===== src/rtl/jk_cmd_sequencer_if.sv =====
// Command handshake for the JK sequencer: valid/ready plus a {op, len} payload.
interface jk_cmd_sequencer_if #(
  parameter int unsigned LEN_W = 4
);
  logic             cmd_valid;
  logic             cmd_ready;
  logic [1:0]       cmd_op;
  logic [LEN_W-1:0] cmd_len;

  modport master (
    output cmd_valid,
    output cmd_op,
    output cmd_len,
    input  cmd_ready
  );

  modport slave (
    input  cmd_valid,
    input  cmd_op,
    input  cmd_len,
    output cmd_ready
  );
endinterface


===== src/rtl/jk_cmd_sequencer.sv =====
// Buffers JK commands, plays each onto registered J/K for len+1 cycles and
// checks the returned flip-flop q against an internal reference model.
module jk_cmd_sequencer #(
  parameter int unsigned DEPTH = 4,
  parameter int unsigned LEN_W = 4,
  parameter int unsigned CNT_W = 8
) (
  input  logic                     clk,
  input  logic                     res,
  jk_cmd_sequencer_if.slave        cmd,
  input  logic                     clr_err,
  input  logic                     q_in,
  output logic                     J,
  output logic                     K,
  output logic                     busy,
  output logic                     done,
  output logic                     model_q,
  output logic                     err,
  output logic [CNT_W-1:0]         err_count
);

  localparam int unsigned PtrW   = $clog2(DEPTH);
  localparam int unsigned EntryW = LEN_W + 2;

  typedef enum logic {StIdle, StDrive} state_e;

  logic [EntryW-1:0] mem_q [DEPTH];
  logic [PtrW:0]     wr_ptr_q, rd_ptr_q;
  logic              empty, full, push, pop;
  logic [EntryW-1:0] head;

  state_e            state_q, state_d;
  logic [LEN_W-1:0]  cnt_q, cnt_d;
  logic              j_q, j_d, k_q, k_d;
  logic              model_q_q, model_q_d;
  logic              chk_q;
  logic              err_q, err_d;
  logic [CNT_W-1:0]  err_cnt_q, err_cnt_d;
  logic              mismatch;

  // Extra pointer MSB distinguishes full from empty.
  assign empty = (wr_ptr_q == rd_ptr_q);
  assign full  = (wr_ptr_q[PtrW] != rd_ptr_q[PtrW]) &&
                 (wr_ptr_q[PtrW-1:0] == rd_ptr_q[PtrW-1:0]);
  assign push  = cmd.cmd_valid && !full;
  assign head  = mem_q[rd_ptr_q[PtrW-1:0]];

  assign cmd.cmd_ready = !full;

  always_ff @(posedge clk) begin
    if (push) begin
      mem_q[wr_ptr_q[PtrW-1:0]] <= {cmd.cmd_op, cmd.cmd_len};
    end
  end

  always_ff @(posedge clk or posedge res) begin
    if (res) begin
      wr_ptr_q <= '0;
      rd_ptr_q <= '0;
    end else begin
      if (push) wr_ptr_q <= wr_ptr_q + 1'b1;
      if (pop)  rd_ptr_q <= rd_ptr_q + 1'b1;
    end
  end

  always_comb begin
    state_d = state_q;
    cnt_d   = cnt_q;
    j_d     = j_q;
    k_d     = k_q;
    pop     = 1'b0;
    unique case (state_q)
      StIdle: begin
        if (!empty) begin
          pop     = 1'b1;
          j_d     = head[EntryW-1];
          k_d     = head[EntryW-2];
          cnt_d   = head[LEN_W-1:0];
          state_d = StDrive;
        end else begin
          j_d = 1'b0;
          k_d = 1'b0;
        end
      end
      StDrive: begin
        if (cnt_q != '0) begin
          cnt_d = cnt_q - 1'b1;
        end else if (!empty) begin
          // Back-to-back: next command starts with no gap cycle.
          pop   = 1'b1;
          j_d   = head[EntryW-1];
          k_d   = head[EntryW-2];
          cnt_d = head[LEN_W-1:0];
        end else begin
          j_d     = 1'b0;
          k_d     = 1'b0;
          state_d = StIdle;
        end
      end
      default: state_d = StIdle;
    endcase
  end

  // Reference q follows the same J/K the flip-flop samples at this edge.
  always_comb begin
    model_q_d = model_q_q;
    unique case ({j_q, k_q})
      2'b01:   model_q_d = 1'b0;
      2'b10:   model_q_d = 1'b1;
      2'b11:   model_q_d = ~model_q_q;
      default: model_q_d = model_q_q;
    endcase
  end

  assign mismatch = chk_q && (q_in != model_q_q);

  always_comb begin
    err_d     = err_q;
    err_cnt_d = err_cnt_q;
    if (clr_err) begin
      err_d     = 1'b0;
      err_cnt_d = '0;
    end else if (mismatch) begin
      err_d = 1'b1;
      if (!(&err_cnt_q)) err_cnt_d = err_cnt_q + 1'b1;
    end
  end

  always_ff @(posedge clk or posedge res) begin
    if (res) begin
      state_q   <= StIdle;
      cnt_q     <= '0;
      j_q       <= 1'b0;
      k_q       <= 1'b0;
      model_q_q <= 1'b0;
      chk_q     <= 1'b0;
      err_q     <= 1'b0;
      err_cnt_q <= '0;
    end else begin
      state_q   <= state_d;
      cnt_q     <= cnt_d;
      j_q       <= j_d;
      k_q       <= k_d;
      model_q_q <= model_q_d;
      chk_q     <= 1'b1;
      err_q     <= err_d;
      err_cnt_q <= err_cnt_d;
    end
  end

  assign J         = j_q;
  assign K         = k_q;
  assign busy      = (state_q == StDrive);
  assign done      = (state_q == StDrive) && (cnt_q == '0);
  assign model_q   = model_q_q;
  assign err       = err_q;
  assign err_count = err_cnt_q;

endmodule


===== src/flat_wrapper.sv =====
// flat-port wrapper written by rule: the top's interface ports become plain ports
module jk_cmd_sequencer_flat 
#(
  parameter int unsigned DEPTH = 4,
  parameter int unsigned LEN_W = 4,
  parameter int unsigned CNT_W = 8
)
  (clk, res, clr_err, q_in, J, K, busy, done, model_q, err, err_count, cmd_cmd_valid, cmd_cmd_op, cmd_cmd_len, cmd_cmd_ready);
  jk_cmd_sequencer_if #(.LEN_W(LEN_W)) cmd_i ();
  input  logic clk;
  input  logic res;
  input  logic clr_err;
  input  logic q_in;
  output logic J;
  output logic K;
  output logic busy;
  output logic done;
  output logic model_q;
  output logic err;
  output logic [CNT_W-1:0] err_count;
  input wire logic [$bits(cmd_i.cmd_valid)-1:0] cmd_cmd_valid;
  input wire logic [$bits(cmd_i.cmd_op)-1:0] cmd_cmd_op;
  input wire logic [$bits(cmd_i.cmd_len)-1:0] cmd_cmd_len;
  output wire logic [$bits(cmd_i.cmd_ready)-1:0] cmd_cmd_ready;
  assign cmd_i.cmd_valid = cmd_cmd_valid;
  assign cmd_i.cmd_op = cmd_cmd_op;
  assign cmd_i.cmd_len = cmd_cmd_len;
  assign cmd_cmd_ready = cmd_i.cmd_ready;
  jk_cmd_sequencer #(.DEPTH(DEPTH), .LEN_W(LEN_W), .CNT_W(CNT_W)) u_core (.clk(clk), .res(res), .cmd(cmd_i), .clr_err(clr_err), .q_in(q_in), .J(J), .K(K), .busy(busy), .done(done), .model_q(model_q), .err(err), .err_count(err_count));
endmodule

===== config.mk =====
export PLATFORM = sky130hd
export DESIGN_NAME = jk_cmd_sequencer_flat
export DESIGN_NICKNAME = d
export VERILOG_FILES = /design/src/rtl/jk_cmd_sequencer_if.sv /design/src/rtl/jk_cmd_sequencer.sv /design/src/flat_wrapper.sv
export SDC_FILE = /design/constraint.sdc
export NUM_CORES = 1
export LEC_CHECK = 0
export BUFFER_PORTS_ARGS = -buffer_cell sky130_fd_sc_hd__buf_4
export CAP_MARGIN = 10
export CORE_ASPECT_RATIO = 1.75
export CORE_MARGIN = 3
export CORE_UTILIZATION = 57
export DETAILED_ROUTE_END_ITERATION = 12
export GPL_ROUTABILITY_DRIVEN = 0
export HOLD_SLACK_MARGIN = 0.06
export PLACE_DENSITY = 0.85
export SLEW_MARGIN = 40
export SYNTH_ARGS = -nofsm -noshare
export SYNTH_HDL_FRONTEND = slang
export SYNTH_SLANG_ARGS = --single-unit

===== constraint.sdc =====
create_clock -name clk -period 2.4 [get_ports clk]
set_clock_uncertainty 0.2 [all_clocks]
set_input_delay 0.36 -clock clk [delete_from_list [all_inputs] [get_ports clk]]
set_output_delay 0.36 -clock clk [all_outputs]
set_load 0.1 [all_outputs]

==> impl_metrics.toml, run 1 <==
[sta]
drv_slew = 0
setup-violations-final = 0
finalHoldViolations = 0
fin_crit_ns = 2.22
tns_ns = 0
period_share_pct = 92.6
fmax_mhz = 450
rsz0062_at_grt = "no"
tightest_slew_ns = 0.499
relSlewSlack_pct = 66.6

[critical_path]
worstSetupPathType = "reg -> out"
worst_setup_path_end_kind = "output port"
cp_max_fo = 4
crit_arrival_ns = 1.66
cp-start-kind = "flip-flop"
slowest_delay_ns = 0.39
cp_slowest_cell = "dfrtp_1"
crit_required_ns = 1.84
cp_top_family = "buffers and inverters"
path_cells = "inv_1 -> ha_1 -> nand2b_1 -> nor3_4 -> buf_4"
crit_buf_inv = 2

[floorplan]
num_rows = 28
die_y_um = 87.0
ioPinCount = 26
coreArea_sq_um = 3500
die-area_sq_um = 4550
start_util_pct = 61.0
die_w_um = 52.3

[clocking]
post_cts_resized = 0
ctsHoldBuffers = 6
cts_root_buf = "clkbuf_8"
cts_post_setup_buffers_inserted = 0
h-tree-depth = 2
cts_tree = "yes"
clock_sinks = 48
path_clk_slew_ns = 0.10
clkLatencyLatePin_ns = 0.30
clk_path_buf_depth = 2
cts_buffers = 5

[run]
cap_violations = 0

[detailed_routing]
viasPerCell = 5.83
drt-total-wl_um = 3870
drc = 0
drt-initial-drc-count = 34
firstDrtPassIters = 4
post_drt_wl_per_cell_um = 16.0
drtAntennaViolNets = 0
num_vias = 1405

[status]
status = "complete, no violations"

[yosys]
ys_top_cells_by_area = "edfxtp_1, dfrtp_1, mux4_2, ha_1, mux2i_1"
yosys.area.top_type = "edfxtp_1"
avgSynthCellArea_sq_um = 13.7
synthCells = 156
synthTopCellsByCount = "dfrtp_1, edfxtp_1, nand2_1"
synth.distinct_cells = 36
syn-cell-area_sq_um = 2140
synth_enable_flop_cells = 24
synth_warnings = 0
ys_ff_latch = 48
synthArstFlopShare_pct = 50.0
syn-num-nets = 174
synth_top_area_share_pct = 33.7
ys.flop_type = "edfxtp_1"
ys_seq_area_share_pct = 61.8

[pwr]
p_sw_w = 0.00135
pwr-share-seq_pct = 38.9
ir_worst_vdd_v = 0.00106
comb_power_share_pct = 42.9
clockPowerShare_pct = 18.2
switching_share_pct = 41.2
internal-power_w = 0.00193
power_density_nw_per_um2 = 1270
leakagePower_nw = 1.07

[grt]
grt_max_degree = 25
grt_use_met1_pct = 22.0
grt_pass1_wl_um = 6490
antenna_found_initial = 0
overflow = 0
grt_pass1_vias = 1419
grt_util_met3_pct = 5.32
use_met2_pct = 33.5
globalRouteTotalUtil_pct = 19.7
busiest_layer = "met2"

[finish]
drive_above_1_share_pct = 26.0
syn_to_final_growth_pct = 20.9
final_util_pct = 73.8
antenna_cells_inserted = 0
fin_nets = 213

[placement]
hpwl_um = 2780
port_buffers = 25

[worst_hold_path]
hp-class = "in -> reg"
==> through the flow <==
| step | total power [W] | setup slack (ns) | hold WS [ns] | instance area, sq um | std cells |
|---|---|---|---|---|---|
| after floorplan | 0.00236 | 0.0509 | 0.175 | 2150 | 156 |
| after global placement | 0.00262 | 0.422 | 0.220 | 2400 | 226 |
| after detailed placement | 0.00269 | 0.326 | 0.237 | 2400 | 226 |
| after CTS | 0.00330 | 0.160 | 0.0616 | 2570 | 240 |
| after global routing | 0.00345 | 0.0853 | 0.0867 | 2580 | 241 |
| final | 0.00327 | 0.177 | 0.0893 | 2580 | 241 |
==> area by class of cell <==
cell class | count | area [sq um]
repair buffers | 36 | 288
inverters | 7 | 26.3
multi-input cells | 97 | 777
clock inverters | 3 | 46.3
well taps | 45 | 56.3
flip-flops and latches | 48 | 1320
fillers | 240 | 918
clock buffers | 5 | 68.8
==> registers in the layout, indices dropped and copies added, names as in the netlist <==
name,cells
u_core.cnt_q,4
u_core.K,1
u_core.wr_ptr_q,3
u_core.busy,1
u_core.J,1
u_core.rd_ptr_q,3
u_core.err,1
u_core.chk_q,1
u_core.mem_q,24
u_core.err_count,8
u_core.model_q,1
==> logic make-up after synthesis <==
family	share of synthesized area, %
flops	61.8
simple gates	10.9
compound gates	6.03
mux	10.2
buf+inv	2.40
xor+xnor	4.45
fa+ha+maj	4.10
other cells	0.175
==> metal layers <==
layer / wire (um) / vias up
met5: 0 / -
met4: 86 / 0
met3: 190 / 9
met2: 2160 / 43
met1: 1430 / 709
li1: - / 644
==> cells in the final DEF, fill, tap and decap left out, types with 3 or more instances in the layout <==
cell type,netlist,routed
a21oi_1,6,6
and2_1,5,5
buf_4,2,29
clkbuf_8,0,5
dfrtp_1,24,23
dlygate4sd3_1,0,7
edfxtp_1,24,24
ha_1,7,7
inv_1,7,7
mux2i_1,6,6
mux4_2,6,6
nand2_1,12,12
nand3_1,7,7
nand4_1,3,3
nor2_1,6,6
o21ai_0,4,4
xnor2_1,5,5
xor2_1,4,4
==> path summary, 6_finish.rpt <==
path,end,startpoint,slack (ns),cells past startpoint
worst max register to register,u_core.mem_q[3][3],u_core.rd_ptr_q[1],0.30,3
worst min-delay path,u_core.err_count[7],clr_err,0.09,2
min in group asynchronous,u_core.err_count[6],res,0.46,4
worst max-delay path,done,u_core.cnt_q[0],0.18,5
worst min register to register,u_core.model_q,u_core.K,0.28,1
max in group asynchronous,u_core.busy,res,1.29,4
==> power groups by stage <==
stage          Combinational, W  Sequential [W]  Clock, W
2_1_floorplan          0.000862         0.00150         0
3_3_place_gp            0.00134         0.00128         0
3_5_place_dp            0.00139         0.00129         0
4_1_cts                 0.00142         0.00128  0.000607
5_1_grt                 0.00151         0.00131  0.000640
6_report                0.00140         0.00128  0.000595
Power figures use the tool's default switching activity.
==> run 2, diff against run 1 <==
CORE_UTILIZATION = 59   (was 57)
PLACE_DENSITY = 0.88   (was 0.85)
clock period = 2.8 ns   (was 2.4 ns; I/O delays follow)
==> run 2 against run 1 <==
  * Total power down 13%
  * Global-route usage up 0.38 points
  * Critical path depth unchanged
  * Via count down 4.5%
  * Die area down 3.1%
  * Final cell count down 3.7%
  * Flip-flop and latch count unchanged
  * Setup slack better by 0.40 ns
  * Clock power down 0.8%
  * Cell area down 2.4%
  * First-iteration DRC count up 29%
  * Sequential power down 14%
  * Largest cell class unchanged
  * Largest power group unchanged
  * Highest routed layer unchanged
==> impl_metrics.toml, run 2 (synthesized netlist as in run 1, its figures left out) <==
[clocking]
path_clk_slew_ns = 0.09
clkLatencyLatePin_ns = 0.30
clock_sinks = 48
cts_root_buf = "clkbuf_8"
cts_tree = "yes"
cts_buffers = 5
clk_path_buf_depth = 2
cts_post_setup_buffers_inserted = 0
h-tree-depth = 2

[grt]
grt_pass1_vias = 1404
antenna_found_initial = 0
grt_pass1_wl_um = 6500
globalRouteTotalUtil_pct = 20.0
grt_max_degree = 25
overflow = 0

[sta]
drv_slew = 0
finalHoldViolations = 0
fin_crit_ns = 2.22
setup-violations-final = 0
rsz0062_at_grt = "no"
setup_slack_ns = 0.576
relSlewSlack_pct = 66.7
period_share_pct = 79.4
fmax_mhz = 450
tns_ns = 0
tightest_slew_ns = 0.498

[detailed_routing]
drc = 0
firstDrtPassIters = 5
num_vias = 1342
post_drt_wl_per_cell_um = 16.5
viasPerCell = 5.78
drtAntennaViolNets = 0
drt-initial-drc-count = 44
drt-total-wl_um = 3830

[floorplan]
die_y_um = 85.6
die-area_sq_um = 4410
ioPinCount = 26
die_w_um = 51.5
num_rows = 28
start_util_pct = 62.3
coreArea_sq_um = 3430

[finish]
fin_nets = 204
antenna_cells_inserted = 0
drive_above_1_share_pct = 25.7
final_common_cell = "buf_4"
syn_to_final_growth_pct = 18.0
largest_reg_flops = 24
layout_common_cells = "buf_4, dfrtp_1, edfxtp_1"

[critical_path]
crit_arrival_ns = 1.60
crit_required_ns = 2.18
worstSetupPathType = "reg -> out"
worst_setup_path_end_kind = "output port"
timing.rr.start = "u_core.cnt_q[0]"
cp_max_fo = 4
cp-start-kind = "flip-flop"
critPathLaunch = "u_core.cnt_q[0]"

[status]
status = "complete, no violations"

[pwr]
ir_worst_vdd_v = 0.000968
power_density_nw_per_um2 = 1130
leakagePower_nw = 1.05

[placement]
hpwl_um = 2890
dpl_worst_slack_ns = 0.676
port_buffers = 25

[worst_hold_path]
hp-class = "in -> reg"
hold_path_startpoint = "cmd_cmd_len[3]"

[run]
cap_violations = 0
run 2: path summary, 6_finish.rpt:
kind | slack [ns] | depth (start not counted) | endpoint
max in group asynchronous | 1.57 | 3 | u_core.wr_ptr_q[0]
min in group asynchronous | 0.49 | 3 | u_core.err_count[1]
min | 0.11 | 1 | u_core.mem_q[0][3]
max | 0.58 | 5 | done
min reg2reg | 0.26 | 1 | u_core.model_q
max reg2reg | 0.63 | 6 | u_core.rd_ptr_q[1]
run 2: area by class of cell:
class                           count  area [sq um]
Clock buffer                        5          68.8
Timing Repair Buffer               27           205
Inverter                            7          26.3
Clock inverter                      3          68.8
Sequential cell                    48          1320
Multi-Input combinational cell     97           777
Tap cell                           45          56.3
Fill cell                         240           910
run 2: metal layers:
metal  global-route usage [%]  vias up  share of wire, %
met2                     37.1       36                58
met4                     8.59        0               2.3
li1                         -      628                 -
met5                        0        -                 0
met3                     3.65        8               3.5
met1                     21.3      670                36
run 2: where the power goes:
group	switching, W	internal (W)	total (W)
Sequential	0.000158	0.000941	0.00110
Combinational	0.000758	0.000412	0.00117
Clock	0.000231	0.000359	0.000590
Total	0.00115	0.00171	0.00286
run 2: per-stage QoR:
step	hold WS (ns)	total power [W]	util, %	instances	area [sq um]
final	0.113	0.00286	73.5	232	2520
after global routing	0.104	0.00302	73.5	232	2520
after CTS	0.104	0.00288	73.5	232	2520
after detailed placement	0.253	0.00229	69.2	223	2380
after global placement	0.259	0.00222	69.2	223	2380
after floorplan	0.235	0.00202	-	156	2150
run 2: what timing repair did:
action	4_1_cts	5_1_grt
endpoints found under the setup margin	0	0
hold endpoints to repair	24	0
hold buffers	1	0
gates resized for setup	0	0
run 2: worst max-delay path, stage by stage, from the launching register on:
cell and delay [ns]:
dfrtp_1 0.39, inv_1 0.09, ha_1 0.20, nand2b_1 0.17, nor3_4 0.14, buf_4 0.31
==> run 3, diff against run 2 <==
ABC_AREA = 1   (was unset)
CORE_UTILIZATION = 58   (was 59)
PLACE_DENSITY = 0.86   (was 0.88)
clock period = 2.12 ns   (was 2.8 ns; I/O delays follow)
==> run 3 against run 2 <==
  * Worst hold slack got worse by 0.033 ns
  * Critical endpoint unchanged
  * Global-route usage rose by 3.3 points
  * Highest routed layer unchanged
  * Sequential share of layout area fell by 5.2 points
  * Wire length rose by 28%
  * Synthesized cell count rose by 71%
==> impl_metrics.toml, run 3 <==
[status]
status = "complete, no violations"

[clocking]
h-tree-depth = 2
clock_sinks = 48
path_clk_slew_ns = 0.08
clkLatencyLatePin_ns = 0.30
cts_buffers = 5
cts_root_buf = "clkbuf_8"
cts_tree = "yes"
cts_post_setup_buffers_inserted = 0
clk_path_buf_depth = 2

[sta]
drv_slew = 0
fin_crit_ns = 1.99
rsz0062_at_grt = "no"
fmax_mhz = 504
setup-violations-final = 0
period_share_pct = 93.7
tns_ns = 0
hold_ws_ns = 0.0802
finalHoldViolations = 0

[floorplan]
start_util_pct = 60.7
ioPinCount = 26
die_w_um = 54.3
coreArea_sq_um = 3900
die_y_um = 90.6
num_rows = 30
die-area_sq_um = 4920

[critical_path]
cp_max_fo = 3
slowest_delay_ns = 0.40
cp_top_family = "flip-flops"
crit_arrival_ns = 1.47
path_cells = "inv_1 -> ha_1 -> nand2_1 -> inv_2 -> nand2_2 -> nor2_4 -> buf_12"
worst_setup_path_end_kind = "output port"
crit_buf_inv = 3
crit_required_ns = 1.60
cp_slowest_cell = "dfrtp_1"
cp-start-kind = "flip-flop"
worstSetupPathType = "reg -> out"

[pwr]
ir_worst_vdd_v = 0.000965
power_density_nw_per_um2 = 1280
leakagePower_nw = 1.31

[finish]
multi_input_area_sq_um = 908
syn_to_final_growth_pct = 18.6
fillCellCount = 303
layout_common_cells = "nand2_1, nand3_1, inv_1"
antenna_cells_inserted = 0
drive_above_1_share_pct = 19.9
ff_latch_area_sq_um = 1330
largest_reg_flops = 24
fin_nets = 324
final_common_cell = "nand2_1"

[yosys]
synthTopCellsByCount = "nand2_1, nand3_1, inv_1, dfrtp_1, edfxtp_1"
synth_warnings = 0
synthArstFlopShare_pct = 50.0
yosys.area.top_type = "edfxtp_1"
ys_ff_latch = 48
synth.distinct_cells = 29
syn-cell-area_sq_um = 2370
syn-num-nets = 285
synth_top_family_by_area = "simple AND/OR/NAND/NOR gates"
ys_top_cells_by_area = "edfxtp_1, dfrtp_1, nand2_1, nand3_1, inv_1"
synth_most_common_cell = "nand2_1"
ys.flop_type = "edfxtp_1"
synthMuxAreaShare_pct = 0
avgSynthCellArea_sq_um = 8.88
synth-compound-area-share_pct = 3.01
synth_xor_area_share_pct = 0.739
ys_seq_area_share_pct = 55.8
synthSimpleGateAreaFrac_pct = 30.1
synthCells = 267
synth_top_area_share_pct = 30.4
synth_enable_flop_cells = 24
synthAdderAreaFrac_pct = 3.70

[detailed_routing]
maxUsedRoutingLayer = "met4"
post_drt_wl_per_cell_um = 13.9
drc = 0
firstDrtPassIters = 4
viasPerCell = 5.22
wl_met1_um = 1670
drtAntennaViolNets = 0
num_vias = 1854
wl_met2_um = 2830
drt-initial-drc-count = 42
met3WireLength_um = 173
drt-total-wl_um = 4930

[grt]
grt_pass1_vias = 1883
grt_pass1_wl_um = 8200
antenna_found_initial = 0
globalRouteTotalUtil_pct = 23.3
overflow = 0
grt_max_degree = 25

[placement]
port_buffers = 25
hpwl_um = 3670

[worst_hold_path]
hp-class = "in -> reg"

[run]
cap_violations = 0
==> run 3: changes by cell type after synthesis, sizes merged, moves of 6 or more <==
| cell | delta |
|---|---|
| inv | +28 |
| mux2i | -6 |
| mux4 | -6 |
| nand2 | +84 |
| nand3 | +23 |
| nor2 | +16 |
| o21ai | +6 |
==> run 3: cells by family after synthesis <==
kind of cell	after synthesis
AO/OA/AOI/OAI	13
XOR/XNOR	2
adder cells (fa/ha/maj)	7
buffers and inverters	38
flip-flops	48
other	1
AND/OR/NAND/NOR	158
==> run 3: what timing repair did <==
action,in CTS,in global routing
setup endpoints to repair,1,20
hold buffers,8,0
resized for setup,1,7
hold endpoints to repair,49,0
==> run 3: where the power goes <==
group | total, W | switching (W) | internal [W]
clock network | 0.000511 | 0.000282 | 0.000229
registers | 0.00141 | 0.000182 | 0.00123
logic | 0.00168 | 0.00119 | 0.000491
total | 0.00360 | 0.00165 | 0.00195
==> run 3: cell type report <==
type	instances	share of cell area, %
Tap cell	48	2.14
Clock inverter	2	0.401
Multi-Input combinational cell	181	32.3
Timing Repair Buffer	35	10.5
Inverter	35	4.85
Clock buffer	6	2.58
Sequential cell	48	47.2
==> run 3: worst register-to-register path: stages (launching register included) <==
cell	delay (ns)
dfrtp_1	0.42
inv_1	0.12
nand2_1	0.09
nand2_2	0.09
nand4_4	0.10
nand2_2	0.15
nor2_1	0.40
==> run 3: stage by stage <==
stage	util [%]	std cells	worst slack (ns)	power, W	cell area (sq um)
after floorplan	-	267	0.0995	0.00269	2380
final	72.0	355	0.134	0.00360	2810
after global placement	67.2	339	0.164	0.00299	2620
after global routing	72.0	355	0.0148	0.00388	2810
after CTS	71.5	355	0.0512	0.00357	2790
after detailed placement	67.2	339	0.111	0.00304	2620
==> run 3: layer usage <==
metal	global-route usage (%)	up-vias
met2	42.2	53
li1	-	934
met5	0	-
met1	22.2	846
met4	13.3	0
met3	4.79	21
==> run 3: worst paths after layout <==
path / from / to / slack (ns) / cells after the start
max in group asynchronous: res / u_core.rd_ptr_q[1] / 1.03 / 4
max: u_core.cnt_q[0] / done / 0.13 / 7
min: cmd_cmd_valid / u_core.wr_ptr_q[2] / 0.08 / 3
max reg2reg: u_core.wr_ptr_q[0] / u_core.mem_q[1][3] / 0.19 / 6
min reg2reg: u_core.K / u_core.model_q / 0.30 / 1
min in group asynchronous: res / u_core.wr_ptr_q[2] / 0.42 / 4
